===== src/rtl/spmem_req_arb.sv =====
// Round-robin front-end arbiter for the spMem32 scratchpad: merges client request
// ports into one memory port and routes in-order read responses back via a tag FIFO.
module spmem_req_arb #(
    parameter int NUM_CLIENTS = 2,
    parameter int ADDR_W      = 10,
    parameter int MAX_OUTST   = 4
) (
    input  logic                            clk,
    input  logic                            reset,
    input  logic [NUM_CLIENTS-1:0]          cli_req_valid,
    output logic [NUM_CLIENTS-1:0]          cli_req_ready,
    input  logic [NUM_CLIENTS-1:0]          cli_req_wr,
    input  logic [NUM_CLIENTS*ADDR_W-1:0]   cli_req_addr,
    input  logic [NUM_CLIENTS*32-1:0]       cli_req_wdata,
    output logic [NUM_CLIENTS-1:0]          cli_rsp_valid,
    output logic [31:0]                     cli_rsp_rdata,
    output logic                            mem_req_valid,
    input  logic                            mem_req_ready,
    output logic                            mem_req_wr,
    output logic [ADDR_W-1:0]               mem_req_addr,
    output logic [31:0]                     mem_req_wdata,
    input  logic                            mem_rsp_valid,
    input  logic [31:0]                     mem_rsp_rdata,
    output logic [$clog2(MAX_OUTST):0]      outst_cnt,
    output logic                            err_unexp_rsp
);
    localparam int TAG_W = $clog2(NUM_CLIENTS);
    localparam int PTR_W = $clog2(MAX_OUTST);
    localparam int CNT_W = PTR_W + 1;

    logic [TAG_W-1:0]       rr_ptr_reg, rr_ptr_next;
    logic [TAG_W-1:0]       winner, cand;
    logic                   winner_found;
    logic [NUM_CLIENTS-1:0] eligible;
    logic                   fifo_full, fifo_empty;
    logic [TAG_W-1:0]       tag_mem [MAX_OUTST];
    logic [PTR_W-1:0]       wr_ptr_reg, rd_ptr_reg;
    logic [CNT_W-1:0]       cnt_reg, cnt_next;
    logic                   xfer, push, pop, unexp;
    logic [TAG_W-1:0]       head_tag;
    logic [NUM_CLIENTS-1:0] rsp_onehot;
    logic [NUM_CLIENTS-1:0] rsp_valid_reg;
    logic [31:0]            rsp_rdata_reg;
    logic                   err_reg;

    // Full is taken from the registered count, so a same-cycle pop never unblocks a read.
    assign fifo_full  = (cnt_reg == CNT_W'(MAX_OUTST));
    assign fifo_empty = (cnt_reg == '0);

    // Nothing is eligible while reset is asserted, so no grant can leak out of reset.
    for (genvar gi = 0; gi < NUM_CLIENTS; gi++) begin : g_cli
        assign eligible[gi]      = reset && cli_req_valid[gi] && (cli_req_wr[gi] || !fifo_full);
        assign cli_req_ready[gi] = xfer && (winner == TAG_W'(gi));
        assign rsp_onehot[gi]    = (head_tag == TAG_W'(gi));
    end

    always_comb begin
        winner_found = 1'b0;
        winner       = '0;
        cand         = '0;
        for (int k = 1; k <= NUM_CLIENTS; k++) begin
            cand = TAG_W'((int'(rr_ptr_reg) + k) % NUM_CLIENTS);
            if (!winner_found && eligible[cand]) begin
                winner_found = 1'b1;
                winner       = cand;
            end
        end
    end

    assign mem_req_valid = winner_found;
    assign mem_req_wr    = cli_req_wr[winner];
    assign mem_req_addr  = cli_req_addr[int'(winner)*ADDR_W +: ADDR_W];
    assign mem_req_wdata = cli_req_wdata[int'(winner)*32 +: 32];

    assign xfer     = winner_found && mem_req_ready;
    assign push     = xfer && !mem_req_wr;
    assign pop      = mem_rsp_valid && !fifo_empty;
    assign unexp    = mem_rsp_valid && fifo_empty;
    assign head_tag = tag_mem[rd_ptr_reg];

    // The pointer only advances on an accepted transfer, so a stalled winner keeps the grant.
    assign rr_ptr_next = xfer ? winner : rr_ptr_reg;

    always_comb begin
        cnt_next = cnt_reg;
        if (push && !pop) begin
            cnt_next = cnt_reg + CNT_W'(1);
        end else if (!push && pop) begin
            cnt_next = cnt_reg - CNT_W'(1);
        end
    end

    always_ff @(posedge clk) begin
        if (!reset) begin
            rr_ptr_reg    <= TAG_W'(NUM_CLIENTS - 1);
            wr_ptr_reg    <= '0;
            rd_ptr_reg    <= '0;
            cnt_reg       <= '0;
            rsp_valid_reg <= '0;
            rsp_rdata_reg <= '0;
            err_reg       <= 1'b0;
        end else begin
            rr_ptr_reg <= rr_ptr_next;
            cnt_reg    <= cnt_next;
            if (push) begin
                wr_ptr_reg <= wr_ptr_reg + PTR_W'(1);
            end
            if (pop) begin
                rd_ptr_reg    <= rd_ptr_reg + PTR_W'(1);
                rsp_rdata_reg <= mem_rsp_rdata;
            end
            rsp_valid_reg <= pop ? rsp_onehot : '0;
            if (unexp) begin
                err_reg <= 1'b1;
            end
        end
    end

    // Tag storage carries no reset; validity is tracked entirely by the pointers and count.
    always_ff @(posedge clk) begin
        if (push) begin
            tag_mem[wr_ptr_reg] <= winner;
        end
    end

    assign cli_rsp_valid = rsp_valid_reg;
    assign cli_rsp_rdata = rsp_rdata_reg;
    assign outst_cnt     = cnt_reg;
    assign err_unexp_rsp = err_reg;
endmodule


===== config.mk =====
export PLATFORM = sky130hd
export DESIGN_NAME = spmem_req_arb
export DESIGN_NICKNAME = d
export VERILOG_FILES = /design/src/rtl/spmem_req_arb.sv
export SDC_FILE = /design/constraint.sdc
export NUM_CORES = 1
export LEC_CHECK = 0
export ABC_CLOCK_PERIOD_IN_PS = 4000
export CORE_MARGIN = 1.5
export CORE_UTILIZATION = 23
export DETAILED_ROUTE_END_ITERATION = 16
export PLACE_DENSITY_LB_ADDON = 0.08
export SLEW_MARGIN = 20
export SYNTH_ARGS = -nofsm -noshare
export SYNTH_HDL_FRONTEND = slang
export SYNTH_SLANG_ARGS = --single-unit

===== constraint.sdc =====
create_clock -name clk -period 4 [get_ports clk]
set_input_delay 0.8 -clock clk [delete_from_list [all_inputs] [get_ports clk]]
set_output_delay 0.8 -clock clk [all_outputs]
set_load 0.05 [all_outputs]

==> results of run 1 <==
[metrics by stage]
| stage | total power [mW] | cell area (µm²) | std cells | hold WS, ns |
|---|---|---|---|---|
| after floorplan | 1.507 | 2541 | 265 | 0.4690 |
| after global placement | 2.121 | 5209 | 601 | 0.4495 |
| after detailed placement | 2.131 | 5209 | 601 | 0.4562 |
| after CTS | 2.501 | 5325 | 609 | 0.4690 |
| after global routing | 2.601 | 5328 | 610 | 0.4877 |
| final | 2.462 | 5328 | 610 | 0.4636 |
[final timing paths]
path         slack, ns                           start                        endpoint
max reg2reg       1.48       outst_cnt[0]$_SDFFE_PN0P_       outst_cnt[2]$_SDFFE_PN0P_
max               0.31                   cli_req_wr[0]                mem_req_wdata[3]
min               0.46  cli_rsp_rdata[21]$_SDFFE_PN0P_  cli_rsp_rdata[21]$_SDFFE_PN0P_
min reg2reg       0.46  cli_rsp_rdata[21]$_SDFFE_PN0P_  cli_rsp_rdata[21]$_SDFFE_PN0P_
[layout by cell type (no fill, tap or decap), types with 3 or more instances in the layout]
master / count
mux2_2: 43
nor2b_1: 3
nand2_1: 70
and3_1: 6
nand3_1: 3
buf_4: 4
buf_12: 47
clkdlybuf4s50_1: 161
dfxtp_1: 45
inv_1: 6
clkbuf_8: 6
edfxtp_1: 4
a21boi_0: 33
ha_1: 5
and2_1: 6
o21ai_0: 4
[area by class of cell]
cell class	count	area, µm²	area share (%)
clock buffers	7	86.33	1.620
flip-flops and latches	49	1021	19.16
diodes	1	2.502	0.04697
clock inverters	1	30.03	0.5636
well taps	140	175.2	3.288
repair buffers	212	2582	48.47
inverters	6	22.52	0.4227
multi-input cells	194	1408	26.42
[metal layers]
layer  GRT usage (%)  routed length [µm]  vias up
li1                -                   -     1304
met5               0                   0        -
met3           8.318                1308       11
met1           15.90                3365     1160
met2           28.48                4592      136
met4           5.639                 239        0
[cells by family (layout without fill, tap and decap cells)]
kind of cell	Yosys count	in the layout	synth area share (%)
AOI/OAI and AO/OA	43	43	13.74
muxes	45	45	20.33
buffers and inverters	22	226	4.431
and+or+nand+nor	96	96	16.69
xor gates and xnor gates	4	4	1.379
DFF	49	49	40.18
other	0	1	0
adders and majority gates	6	6	3.250
[power by group]
part           leakage (nW)  switching [mW]  internal [mW]
Combinational          1.56           0.824          0.606
Sequential            0.404          0.0720          0.600
Clock                0.0585           0.157          0.204
Total                  2.02            1.05           1.41
[worst max-delay path: stages]
cell and delay, ns:
clkdlybuf4s50_1 0.46, or4b_4 0.53, a41oi_4 0.27, buf_12 0.26, mux2_2 0.40, buf_12 0.16
==> flow_metrics.py, run 1 <==
metrics = {
    "outcome": {
        "status": "finished, final reports clean",
    },
    "logic_synthesis": {
        "synth_top_cells_by_area": "dfxtp_1 (35%), mux2_2 (19%), nand2_1 (10%)",
        "synth_edf_count": 4,
        "synth_top_area_share_pct": 35.45,
        "post-synth-top-count-cell": "nand2_1",
        "synth_area_leader_cell": "dfxtp_1",
        "ys_seq_elements": 49,
        "syn_area_um2": 2541,
        "synth_fp_nets": 395,
        "post_synth.cell_area_avg_um2": 9.589,
        "ys_async_sr_fraction_pct": 0,
        "synthFlopType": "dfxtp_1",
        "syn_inst": 265,
        "synthDistinctLibCells": 32,
        "yosysSeqAreaShare_pct": 40.18,
        "ys_warn_count": 0,
        "synthTopCellsByCount": "nand2_1 (70), dfxtp_1 (45), mux2_2 (43)",
    },
    "run": {
        "drv_cap": 0,
    },
    "pwr": {
        "powerDensity_nw_per_um2": 462.2,
        "power.leakage_nw": 2.018,
        "ir_drop_v": 0.0001844,
    },
    "sta": {
        "hold_violations": 0,
        "setup_slack_ns": 0.3120,
        "drv_slew": 0,
        "clock_skew_ns": 0.006136,
        "min_period_ns": 3.688,
        "period_share_pct": 92.20,
        "setup_viol": 0,
        "tns_ns": 0,
        "maxSlewHeadroom_pct": 62.50,
        "fmaxAchievable_mhz": 271.1,
        "rsz0062_at_grt": "false",
        "worst_pin_slew_ns": 0.5607,
    },
    "floorplan": {
        "initial_utilization_pct": 23.55,
        "die_h_um": 108.1,
        "rows": 38,
        "die_area_um2": 11690,
        "num_io_pins": 208,
        "core_um2": 10790,
        "fp.dieW_um": 108.1,
    },
    "detailed_routing": {
        "drc": 0,
        "via_per_inst": 4.280,
        "vias": 2611,
        "first_pass_iters": 4,
        "routedWlPerCell_um": 15.58,
        "drtIter0Drc": 67,
        "ant_nets": 0,
        "wl_mm": 9.506,
    },
    "clock_tree": {
        "clkSlewWorstSetupHoldPaths_ns": 0.08,
        "clock-root-buffer": "clkbuf_8",
        "cts_tree": "done",
        "ctsResizeCount": 0,
        "ctsHoldBuffers": 0,
        "clock_latency_ns": 0.30,
        "clock_path_buffers": 2,
        "numCtsBuffers": 5,
        "cts_setup_buffers": 0,
        "h-tree-depth": 2,
        "cts_sinks": 49,
    },
    "placed_design": {
        "dpl.hpwl_mm": 7.834,
        "portBuffers": 207,
        "pre_cts_ws_ns": 0.2949,
        "place_congestion": 0.7800,
    },
    "grt": {
        "gr-total-overflow": 0,
        "grtUsageTotal_pct": 16.00,
        "first_global_vias": 2719,
        "antenna_found_initial": 1,
        "grt_max_degree": 42,
        "grt_pass1_wl_mm": 14.12,
    },
    "final_layout": {
        "n_fill_cell": 1043,
        "nNetsFinal": 598,
        "area_delta_synth_final_pct": 109.7,
        "drive_gt1_share_pct": 22.60,
        "fin_util_pct": 49.36,
        "largest_register_ffs": 32,
    },
    "worst_setup_path": {
        "worstPathRequired_ns": 3.20,
        "path_max_fanout": 39,
        "cp-end-kind": "output pin",
        "crit_type": "in -> out",
        "reg2regPathDepth": 9,
        "start_kind": "input port",
        "arrival_ns": 2.89,
    },
    "worst_hold_path": {
        "min_path_type": "reg -> reg",
        "min_path_cells": 2,
    },
}
(Power assumes the default switching activity.)
==> inputs of run 2 (changes only) <==
CORE_ASPECT_RATIO = 1.5   (was default)
SLEW_MARGIN = 10   (was 20)
==> flow_metrics.py, run 2 (synthesis gave the netlist of run 1 again) <==
metrics = {
    "detailed_routing": {
        "via_per_inst": 4.315,
        "drc": 0,
        "vias": 2645,
        "wl_mm": 8.992,
        "routedWlPerCell_um": 14.67,
        "drtIter0Drc": 52,
        "ant_nets": 0,
        "first_pass_iters": 4,
    },
    "pwr": {
        "swShare_pct": 41.11,
        "p_switching_mw": 1.074,
        "total_power_mw": 2.611,
        "seqPwrFrac_pct": 26.0,
        "power.leakage_nw": 2.051,
        "comb_power_share_pct": 54.5,
        "p_clk_share_pct": 19.5,
        "ir_drop_v": 0.0001662,
        "internal_power_mw": 1.538,
        "powerDensity_nw_per_um2": 483.7,
    },
    "sta": {
        "fmaxAchievable_mhz": 274.2,
        "setup_viol": 0,
        "maxSlewHeadroom_pct": 63.69,
        "drv_slew": 0,
        "min_period_ns": 3.648,
        "tns_ns": 0,
        "worst_pin_slew_ns": 0.5429,
        "clock_skew_ns": 0.004354,
        "rsz0062_at_grt": "false",
        "holdWs_ns": 0.4601,
        "period_share_pct": 91.19,
        "hold_violations": 0,
    },
    "grt": {
        "antenna_found_initial": 0,
        "gr-total-overflow": 0,
        "first_global_vias": 2654,
        "grt_pass1_wl_mm": 13.60,
        "grtUsageTotal_pct": 15.34,
        "grt_max_degree": 44,
    },
    "clock_tree": {
        "h-tree-depth": 2,
        "cts_setup_buffers": 0,
        "ctsHoldBuffers": 0,
        "clkSlewWorstSetupHoldPaths_ns": 0.06,
        "numCtsBuffers": 5,
        "clock_latency_ns": 0.29,
        "cts_sinks": 49,
        "cts_tree": "done",
        "clock-root-buffer": "clkbuf_16",
        "ctsResizeCount": 0,
        "clock_path_buffers": 2,
    },
    "worst_setup_path": {
        "critPathSlowestCell": "or4b_4",
        "path_max_fanout": 11,
        "crit_type": "in -> out",
        "regToRegStartpoint": "outst_cnt[0]$_SDFFE_PN0P_",
        "worstPathRequired_ns": 3.20,
        "cp-end-kind": "output pin",
        "crit_chain": "clkdlybuf4s50_1 > or4b_4 > a41oi_4 > buf_4 > mux2_2 > buf_12",
        "cp-startpoint": "cli_req_wr[0]",
        "start_kind": "input port",
        "slowest_delay_ns": 0.52,
        "arrival_ns": 2.85,
    },
    "final_layout": {
        "nNetsFinal": 598,
        "largest_register_ffs": 32,
        "layout.cells.most_common": "clkdlybuf4s50_1",
        "drive_gt1_share_pct": 22.81,
        "area_delta_synth_final_pct": 112.5,
        "antenna_cells": 0,
        "fin_util_pct": 50.71,
        "layout_common_cells": "clkdlybuf4s50_1 (161), nand2_1 (70), buf_12 (47), dfxtp_1 (45), mux2_2 (43)",
    },
    "run": {
        "drv_cap": 0,
    },
    "placed_design": {
        "place_congestion": 0.7329,
        "portBuffers": 207,
        "dpl.hpwl_mm": 7.448,
    },
    "floorplan": {
        "initial_utilization_pct": 23.87,
        "rows": 46,
        "die_h_um": 131.7,
        "die_area_um2": 11700,
        "num_io_pins": 208,
        "core_um2": 10650,
        "fp.dieW_um": 88.83,
    },
    "worst_hold_path": {
        "min_path_type": "reg -> reg",
        "min_from": "cli_rsp_rdata[15]$_SDFFE_PN0P_",
    },
    "outcome": {
        "status": "finished, final reports clean",
    },
}
[run 2: path summary, 6_finish.rpt]
check                                   endpoint  slack, ns  depth (start not counted)
setup reg to reg       outst_cnt[2]$_SDFFE_PN0P_       1.41                          9
setup / recovery                mem_req_wdata[2]       0.35                          6
hold reg to reg   cli_rsp_rdata[15]$_SDFFE_PN0P_       0.46                          2
hold / removal    cli_rsp_rdata[15]$_SDFFE_PN0P_       0.46                          2
[run 2: area by class of cell]
| type | instances | area (µm²) |
|---|---|---|
| Clock inverter | 2 | 35.03 |
| Multi-Input combinational cell | 194 | 1408 |
| Fill cell | 970 | 5249 |
| Inverter | 6 | 22.52 |
| Clock buffer | 6 | 150.1 |
| Tap cell | 144 | 180.2 |
| Timing Repair Buffer | 212 | 2582 |
| Sequential cell | 49 | 1021 |
[run 2: routing by layer]
layer  track usage [%]  part of all wire (%)
met1             17.54                    38
met3             7.013                    13
met2             25.25                    48
met4             4.427                   1.2
met5                 0                     0
[run 2: worst max-delay path: cells and delay by family]
family,cells,cell delay [ns]
buffers and inverters,3,0.84
AND/OR/NAND/NOR,1,0.52
AO/OA/AOI/OAI,1,0.27
multiplexers,1,0.41
[run 2: per-stage QoR]
stage / std cells / instance area, µm² / worst slack, ns
global placement: 605 / 5214 / 0.3576
detailed placement: 605 / 5214 / 0.3538
finish: 613 / 5399 / 0.3524
floorplan: 265 / 2541 / 0.6725
global route: 613 / 5399 / 0.2727
CTS: 613 / 5399 / 0.3517
[run 2: power by group through the flow]
stage / clock, mW / combinational [mW] / sequential [mW]
6_report: 0.510 / 1.42 / 0.678
5_1_grt: 0.544 / 1.51 / 0.690
4_1_cts: 0.531 / 1.44 / 0.680
3_5_place_dp: 0 / 1.44 / 0.691
3_3_place_gp: 0 / 1.43 / 0.685
2_1_floorplan: 0 / 0.527 / 0.980
==> variant: new RTL, settings of run 1 <==
Put one more register stage on the output `outst_cnt`, without a reset. The value now appears one clock later. The other outputs are not delayed to match.
--- a/src/rtl/spmem_req_arb.sv
+++ b/src/rtl/spmem_req_arb.sv
@@ -126,5 +126,7 @@
     assign cli_rsp_valid = rsp_valid_reg;
     assign cli_rsp_rdata = rsp_rdata_reg;
-    assign outst_cnt     = cnt_reg;
+    always_ff @(posedge clk) begin
+        outst_cnt <= cnt_reg;
+    end
     assign err_unexp_rsp = err_reg;
 endmodule
Behaviour: not the same (Yosys sat finds a counterexample within 4 cycles, from zero or initial values and one cycle with reset low).
==> variant against run 1 <==
  * Via count fell by 0.23%
  * Register-to-register slack improved by 0.08 ns
  * Worst setup slack got worse by 0.0088 ns
  * Area after synthesis rose by 2.3%
  * Sequential share of layout area rose by 0.82 points
  * Sequential cell count rose by 3
  * Clock power rose by 13%
  * Total power rose by 3.3%
  * Cell count fell by 0.16%
  * Final area rose by 1.6%
  * Non-clock buffer count rose by 1
  * Routed wire length fell by 1.8%
  * Largest power group unchanged
==> variant: results (changes against run 1) <==
| Metric | Value |
|---|---|
| Via-to-Cell Ratio | `4.278 (about the same)` |
| Status | `completed` |
| Mux cell area share after synthesis | `0.2065 (+0.003200)` |
| CP max stage delay | `between 0.5 and 0.6 ns` |
| Vias in the first global route | `2765 (+1.7%)` |
| Synth Area in Compound Gates | `0.1377 (+0.0003279)` |
| Worst vdd ir | `226.7 uV (+23%)` |
| Worst hold slack | `0.4455 ns (-0.01808 ns)` |
| Worst slew margin | `0.6465 (+0.02150)` |
| Post-CTS setup buffers | `0 (unchanged)` |
| Worst R2R Start | `cnt_reg[0]$_SDFFE_PN0P_` |
| Initial antenna violation count | `0 (-1)` |
| Share of post-route cells with drive strength above 1 | `0.2281 (+0.002132)` |
| Placed wire-length estimate | `7667 um (-2.1%)` |
| Max FO, Critical Path | `17 (-56%)` |
| Routed via count | `2605 (-0.23%)` |
| Total Routing Usage GR | `0.1548 (-0.005116)` |
| GP Congestion | `0.7915 (+1.5%)` |
| Post-synth EDFFs | `4 (unchanged)` |
| Clock Skew | `0.008035 ns (+0.001899 ns)` |
| Antenna fix cells | `0 (-1)` |
| Slowest CP cell | `or4b_4` |
| Worst skew pair latency | `slightly below 0.3 ns` |
| Mean post-synth cell area | `9.807 um^2 (+2.3%)` |
| Post-Synth Adder-Cell Area | `0.03178 (-0.0007197)` |
| FF-to-FF End | `cnt_reg[2]$_SDFFE_PN0P_` |
| Worst R2R Path Depth | `8 (-1)` |
| Synth cell count leaders | `nand2_1, dfxtp_1, mux2_2` |
| Drt wl/cell | `15.33 um (-1.6%)` |
| Critical Path AT | `2.90 ns (about the same)` |
| IO Port Bufs | `207 (unchanged)` |
| First-pass GRT wire length | `13980 um (-0.98%)` |
| Worst Hold Class | `flip-flop to flip-flop` |
| Synth top area cells | `dfxtp_1, mux2_2, nand2_1` |
| Syn. warnings | `0 (unchanged)` |
| CP endpoint | `mem_req_wdata[28]` |
| Placed Cells | `602 (+0.17%)` |
| Root buffer cell | `clkbuf_16` |
| Worst setup path startpoint | `cli_req_wr[0]` |
| XOR/XNOR Fraction of Synth Area | `0.01348 (-0.0003053)` |
| Drt pass-1 iters | `6 (+2)` |
| Unique masters post-synth | `33 (+3.1%)` |
| Reg2reg setup slack | `1.56 ns (+0.08 ns)` |
| Async S/R FF share, synth | `0 (unchanged)` |
| Leak pwr | `0.002052 uW (+1.7%)` |
| 1st-iter DRT viols | `84 (+25%)` |
| Share of synthesized area occupied by flip-flops and latches | `0.4160 (+0.01421)` |
| Largest net degree at the start of global routing | `37 (-12%)` |
| Total CTS buffers | `5 (unchanged)` |
| Filler Cells Inserted | `1027 (-1.5%)` |
variant: worst min-delay path by stage:
stage,startpoint,to,cells past startpoint
5_1_grt,cnt_reg[2]$_SDFFE_PN0P_,outst_cnt[2]$_DFF_P_,0
4_1_cts,cnt_reg[2]$_SDFFE_PN0P_,outst_cnt[2]$_DFF_P_,0
2_1_floorplan,cnt_reg[2]$_SDFFE_PN0P_,outst_cnt[2]$_DFF_P_,0
3_3_place_gp,cnt_reg[2]$_SDFFE_PN0P_,outst_cnt[2]$_DFF_P_,0
3_5_place_dp,cnt_reg[2]$_SDFFE_PN0P_,outst_cnt[2]$_DFF_P_,0
6_report,cnt_reg[2]$_SDFFE_PN0P_,outst_cnt[2]$_DFF_P_,0
variant: kinds of logic (layout without fill, tap and decap cells):
logic type / after synthesis / count (layout)
AOI/OAI and AO/OA: 43 / 43
xor gates and xnor gates: 4 / 4
adders and majority gates: 6 / 6
buffers and inverters: 24 / 228
DFF: 52 / 52
muxes: 47 / 47
and+or+nand+nor: 89 / 89
variant: critical path, delay by kind of cell:
kind	cells	cell delay, ns
buffers and inverters	3	0.89
and+or+nand+nor	1	0.52
muxes	1	0.40
AOI/OAI and AO/OA	1	0.27
variant: report_power, final:
group          total, uW  switching, uW  internal [uW]  leakage, uW
clock                408            180            228    0.0000700
combinational       1420            819            603      0.00155
sequential           714           72.4            641     0.000429
total               2540           1070           1470      0.00205
variant: stage by stage:
step           power, uW  cell area (um^2)  setup WS, ns
3_5_place_dp        2165              5274        0.2914
6_report            2544              5410        0.3031
4_1_cts             2581              5410        0.2836
2_1_floorplan       1543              2599        0.8648
5_1_grt             2682              5410        0.2266
3_3_place_gp        2154              5274        0.3141
variant: layout make-up:
type / count / area share
timing repair buffer: 213 / 0.4787
multi-input combinational: 189 / 0.2583
sequential: 52 / 0.1998
tap: 140 / 0.03238
clock buffer: 5 / 0.02313
inverter: 8 / 0.005550
clock inverter: 2 / 0.002081
variant: per-layer routing:
metal | vias up | part of all wire | GRT usage
met4 | 0 | 0.0091 | 0.03618
met1 | 1170 | 0.39 | 0.1744
met3 | 6 | 0.11 | 0.06402
met2 | 127 | 0.49 | 0.2719
met5 | - | 0 | 0
li1 | 1302 | - | -
